$ cat config.mk
export PLATFORM = sky130hd
export DESIGN_NAME = fwd_sel_gen
export DESIGN_NICKNAME = d
export VERILOG_FILES = /design/src/rtl/fwd_sel_gen.sv
export SDC_FILE = /design/constraint.sdc
export NUM_CORES = 1
export LEC_CHECK = 0
export ABC_AREA = 1
export ABC_CLOCK_PERIOD_IN_PS = 2290
export CAP_MARGIN = 20
export CELL_PAD_IN_SITES_DETAIL_PLACEMENT = 2
export CELL_PAD_IN_SITES_GLOBAL_PLACEMENT = 2
export CORE_MARGIN = 2
export CORE_UTILIZATION = 27
export DETAILED_ROUTE_END_ITERATION = 8
export HOLD_SLACK_MARGIN = 0.06
export PLACE_DENSITY = 0.85
export SLEW_MARGIN = 10
export SYNTH_ARGS = -nofsm -noshare
export SYNTH_HDL_FRONTEND = slang
export SYNTH_SLANG_ARGS = --single-unit
$ cat constraint.sdc
create_clock -name clk -period 2.29 [get_ports clk]
set_clock_uncertainty 0.1 [all_clocks]
set_input_delay 0.458 -clock clk [delete_from_list [all_inputs] [get_ports clk]]
set_output_delay 0.458 -clock clk [all_outputs]
set_load 0.01 [all_outputs]
$ cat src/rtl/fwd_sel_gen.sv
// Forwarding-control unit: tracks destination tags of instructions in EX and MEM,
// produces registered EX operand-mux selects and a combinational load-use hazard flag.
module fwd_sel_gen #(
  parameter int REG_AW = 5,
  parameter int SEL_W  = 2
) (
  input  logic              clk,
  input  logic              rst,
  input  logic              id_valid,
  input  logic [REG_AW-1:0] id_rs1,
  input  logic [REG_AW-1:0] id_rs2,
  input  logic              id_use_rs1,
  input  logic              id_use_rs2,
  input  logic [REG_AW-1:0] id_rd,
  input  logic              id_reg_write,
  input  logic              id_mem_read,
  input  logic              stall,
  input  logic              flush,
  output logic [SEL_W-1:0]  sel_a,
  output logic [SEL_W-1:0]  sel_b,
  output logic              load_use_hazard
);

  localparam logic [SEL_W-1:0] SEL_RF  = '0;
  localparam logic [SEL_W-1:0] SEL_MEM = SEL_W'(1);
  localparam logic [SEL_W-1:0] SEL_EX  = SEL_W'(2);

  // WB tags are never forwarded (register file is write-through), so the tag pipe ends at MEM.
  logic              ex_valid_q, ex_valid_d;
  logic [REG_AW-1:0] ex_rd_q, ex_rd_d;
  logic              ex_rw_q, ex_rw_d;
  logic              ex_mr_q, ex_mr_d;
  logic              mem_valid_q, mem_valid_d;
  logic [REG_AW-1:0] mem_rd_q, mem_rd_d;
  logic              mem_rw_q, mem_rw_d;
  logic [SEL_W-1:0]  sel_a_q, sel_a_d;
  logic [SEL_W-1:0]  sel_b_q, sel_b_d;

  logic ex_writes_any, mem_writes_any;
  logic ex_wr_a, ex_wr_b, mem_wr_a, mem_wr_b;

  assign ex_writes_any  = ex_valid_q & ex_rw_q & (ex_rd_q != '0);
  assign mem_writes_any = mem_valid_q & mem_rw_q & (mem_rd_q != '0);
  assign ex_wr_a  = ex_writes_any & (ex_rd_q == id_rs1);
  assign ex_wr_b  = ex_writes_any & (ex_rd_q == id_rs2);
  assign mem_wr_a = mem_writes_any & (mem_rd_q == id_rs1);
  assign mem_wr_b = mem_writes_any & (mem_rd_q == id_rs2);

  assign load_use_hazard = ex_writes_any & ex_mr_q & id_valid &
                           ((id_use_rs1 & ex_wr_a) | (id_use_rs2 & ex_wr_b));

  always_comb begin
    ex_valid_d  = ex_valid_q;
    ex_rd_d     = ex_rd_q;
    ex_rw_d     = ex_rw_q;
    ex_mr_d     = ex_mr_q;
    mem_valid_d = mem_valid_q;
    mem_rd_d    = mem_rd_q;
    mem_rw_d    = mem_rw_q;
    sel_a_d     = sel_a_q;
    sel_b_d     = sel_b_q;
    if (!stall) begin
      mem_valid_d = ex_valid_q;
      mem_rd_d    = ex_rd_q;
      mem_rw_d    = ex_rw_q;
      if (flush || load_use_hazard) begin
        ex_valid_d = 1'b0;
        ex_rd_d    = '0;
        ex_rw_d    = 1'b0;
        ex_mr_d    = 1'b0;
        sel_a_d    = SEL_RF;
        sel_b_d    = SEL_RF;
      end else begin
        ex_valid_d = id_valid;
        ex_rd_d    = id_rd;
        ex_rw_d    = id_reg_write;
        ex_mr_d    = id_mem_read;
        // Youngest producer wins: EX (becomes EX/MEM) over MEM (becomes MEM/WB).
        sel_a_d = SEL_RF;
        if (id_valid && id_use_rs1) begin
          if (ex_wr_a)       sel_a_d = SEL_EX;
          else if (mem_wr_a) sel_a_d = SEL_MEM;
        end
        sel_b_d = SEL_RF;
        if (id_valid && id_use_rs2) begin
          if (ex_wr_b)       sel_b_d = SEL_EX;
          else if (mem_wr_b) sel_b_d = SEL_MEM;
        end
      end
    end
  end

  always_ff @(posedge clk) begin
    if (rst) begin
      ex_valid_q  <= 1'b0;
      ex_rd_q     <= '0;
      ex_rw_q     <= 1'b0;
      ex_mr_q     <= 1'b0;
      mem_valid_q <= 1'b0;
      mem_rd_q    <= '0;
      mem_rw_q    <= 1'b0;
      sel_a_q     <= SEL_RF;
      sel_b_q     <= SEL_RF;
    end else begin
      ex_valid_q  <= ex_valid_d;
      ex_rd_q     <= ex_rd_d;
      ex_rw_q     <= ex_rw_d;
      ex_mr_q     <= ex_mr_d;
      mem_valid_q <= mem_valid_d;
      mem_rd_q    <= mem_rd_d;
      mem_rw_q    <= mem_rw_d;
      sel_a_q     <= sel_a_d;
      sel_b_q     <= sel_b_d;
    end
  end

  assign sel_a = sel_a_q;
  assign sel_b = sel_b_q;

endmodule

==> run_results.csv <==
group,metric,value,unit
cts,root_buffer,"clkbuf_8",
setup_path,start_kind,"input port",
detailed_routing,vias,1227,
detailed_routing,wire_per_inst,15.0,um
detailed_routing,ant_nets,0,
setup_path,r2r-start,"ex_rd_q[4]$_SDFFE_PP0N_",
sta,max_slew_margin,72.8,%
setup_path,crit_family,"simple AND/OR/NAND/NOR gates",
placement,dpl.cell_count,257,
power_and_ir_drop,power_density,466,nW/um^2
logic_synthesis,synth.distinct_cells,18,
finish,syn_to_final_growth,43.3,%
setup_path,rrSetupSlack,610,ps
global_route,grt_max_degree,30,
detailed_routing,detail_route.vias_per_cell,4.65,
power_and_ir_drop,p_leak,0.715,nW
setup_path,end_kind,"primary output",
min_path,min_path_cells,2,
setup_path,required,1730,ps
cts,htreeDepth,1,
finish,final_common_cell,"nand2_1",
setup_path,reg2reg_to,"sel_a[0]$_SDFFE_PP0N_",
floorplanning,die_h,68.9,um
placement,preCtsSetupSlack,-416,ps
setup_path,cp_num_buf_inv,3,
floorplanning,std_cell_rows,23,
floorplanning,design.core.area,4030,um^2
finish,fin_nets,239,
floorplanning,initial_core_util,28.3,%
logic_synthesis,ys_seq_area_share,33.4,%
setup_path,path_class,"in -> out",
detailed_routing,dr.pass1.iters,4,
outcome,status,"completed",
cts,numCtsBuffers,3,
setup_path,cp_cell_sequence,"dlygate4sd2_1 > xnor2_1 > nand2_1 > nor2_1 > nand4_1 > nand2_2 > nand2_2 > inv_1 > buf_2",
finish,final_cells,264,
logic_synthesis,syn_nets,195,
placement,dpl.hpwl,3100,um
sta,hold_violations,0,
global_route,grt_pass1_vias,1308,
logic_synthesis,ys.warnings.count,0,
detailed_routing,drc_errors,0,
sta,finalHoldWorstSlack,378,ps
finish,drive_gt1_share,15.9,%
logic_synthesis,ys_ff_latch,19,
floorplanning,io-pin-count,29,
cts,cts_max_path_buffers,2,
floorplanning,die-area,4750,um^2
sta,worst_pin_slew,408,ps
setup_path,cp_max_fo,2,
finish,n_antenna_cell,0,
placement,port-buffer-count,28,
flow_run,max_cap_violations,0,
cts,cts_tree,"built",
sta,max_freq,0.474,GHz
sta,fin_ws,180,ps
finish,layout_common_cells,"nand2_1, nor2_1, inv_1",
cts,clock_latency,260,ps
detailed_routing,drt_first_iter_violations,33,
global_route,grt_use_total,17.7,%
sta,slew_violations,0,
power_and_ir_drop,peakVddDrop,199,uV
setup_path,r2r_cells,10,
setup_path,crit_slowest_cell,"dlygate4sd2_1",
global_route,overflow,0,
global_route,antenna_found_initial,0,
sta,fin_crit,2110,ps
min_path,worst_hold_path.endpoint,"sel_b[1]$_SDFFE_PP0N_",
logic_synthesis,synth_cells,171,
sta,setup_viol,0,
sta,rsz0062_at_grt,"no",
min_path,hp-class,"reg -> reg",
setup_path,arrival,1550,ps
floorplanning,die_w,68.9,um
detailed_routing,wl,3960,um
setup_path,cpPeakStageDelay,260,ps
sta,period_share,92.1,%
logic_synthesis,synth.cell_area,1140,um^2
placement,globalplace.congestion,0.933,
finish,fill_cells,502,
logic_synthesis,syn_avg_cell_area,6.66,um^2
global_route,grt_first_pass_wirelength,6150,um
setup_path,crit_top_cell,"nand2_2",
min_path,hold_start,"sel_b[1]$_SDFFE_PP0N_",
cts,clk_pin_slew_worst_paths,80,ps
cts,clkSinkCount,19,
kinds of logic (layout without fill, tap and decap cells):
kind of cell | after synthesis | in the layout | synth area share, %
and+or+nand+nor | 86 | 86 | 32.2
buffers and inverters | 28 | 71 | 10.2
AOI/OAI and AO/OA | 19 | 19 | 9.56
xor gates and xnor gates | 19 | 19 | 14.6
DFF | 19 | 19 | 33.4
metrics by stage:
stage / power [W] / util [%] / cell area [um^2] / setup TNS [ps]
finish: 0.000761 / 40.5 / 1630 / 0
global placement: 0.000514 / 38.6 / 1560 / -390
floorplan: 0.000433 / - / 1140 / 0
CTS: 0.000774 / 40.4 / 1630 / 0
detailed placement: 0.000524 / 38.6 / 1560 / -416
global route: 0.000806 / 40.5 / 1630 / 0
cell type report:
cell class                      instances  area (um^2)  area share [%]
Clock buffer                            3         41.3            2.53
Sequential cell                        19          385            23.6
Inverter                               21         78.8            4.83
Tap cell                               50         62.6            3.83
Timing Repair Buffer                   46          402            24.6
Multi-Input combinational cell        124          654            40.1
Clock inverter                          1         7.51           0.460
Yosys cell counts:
library cell | count | area share, %
nand2_1 | 33 | 11
nor2_1 | 29 | 9.6
inv_1 | 21 | 6.9
dfxtp_1 | 19 | 33
nand3_1 | 15 | 6.6
a21oi_1 | 14 | 6.2
xnor2_1 | 11 | 8.5
xor2_1 | 8 | 6.2
clkbuf_1 | 5 | 1.6
a211oi_1 | 4 | 2.6
nand4_1 | 3 | 1.6
nand2_2 | 2 | 1.1
nor3_1 | 2 | 0.88
a21oi_2 | 1 | 0.77
buf_4 | 1 | 0.66
buf_6 | 1 | 0.99
nand3_2 | 1 | 0.88
nand3b_1 | 1 | 0.66
where the power goes:
group	total, W	internal (W)	switching [W]
combinational	0.000164	0.0000858	0.0000778
clock	0.000243	0.000123	0.000120
sequential	0.000354	0.000341	0.0000132
total	0.000761	0.000550	0.000211
flip-flops by register name (all words and copies together), names as in the netlist:
| signal | count |
|---|---|
| mem_valid_q | 1 |
| ex_rw_q | 1 |
| ex_mr_q | 1 |
| mem_rw_q | 1 |
| mem_rd_q | 5 |
| ex_valid_q | 1 |
| sel_a | 2 |
| ex_rd_q | 5 |
| sel_b | 2 |
routing by layer:
layer	up-vias	GRT usage (%)	share of wire, %
li1	621	-	-
met1	578	22.3	45
met2	24	32.1	51
met3	4	1.62	2.9
met4	0	4.41	0.71
met5	-	0	0
what timing repair did:
action | CTS | global route
gates resized for setup | 14 | 7
pin swaps | 4 | 4
endpoints found under the setup margin | 1 | 1
buffers inserted | 3 | 0
hold endpoints to repair | 0 | 0
hold buffers | 0 | 0
how the worst max path moves through the flow:
stage	startpoint	endpoint	slack, ps	cells past startpoint
after floorplan	id_rs1[1]	load_use_hazard	560	8
after global placement	id_rs2[0]	load_use_hazard	-390	9
after detailed placement	id_rs1[1]	load_use_hazard	-420	9
after CTS	id_rs1[2]	load_use_hazard	20	8
after global routing	id_rs2[0]	load_use_hazard	40	9
final	id_rs2[0]	load_use_hazard	180	9
worst min-delay path, cell delays in order (launching register included):
cell,delay (ps)
dfxtp_1,320
nand2_1,60
a21oi_1,60
No activity file was read; power rests on OpenSTA's default activity.
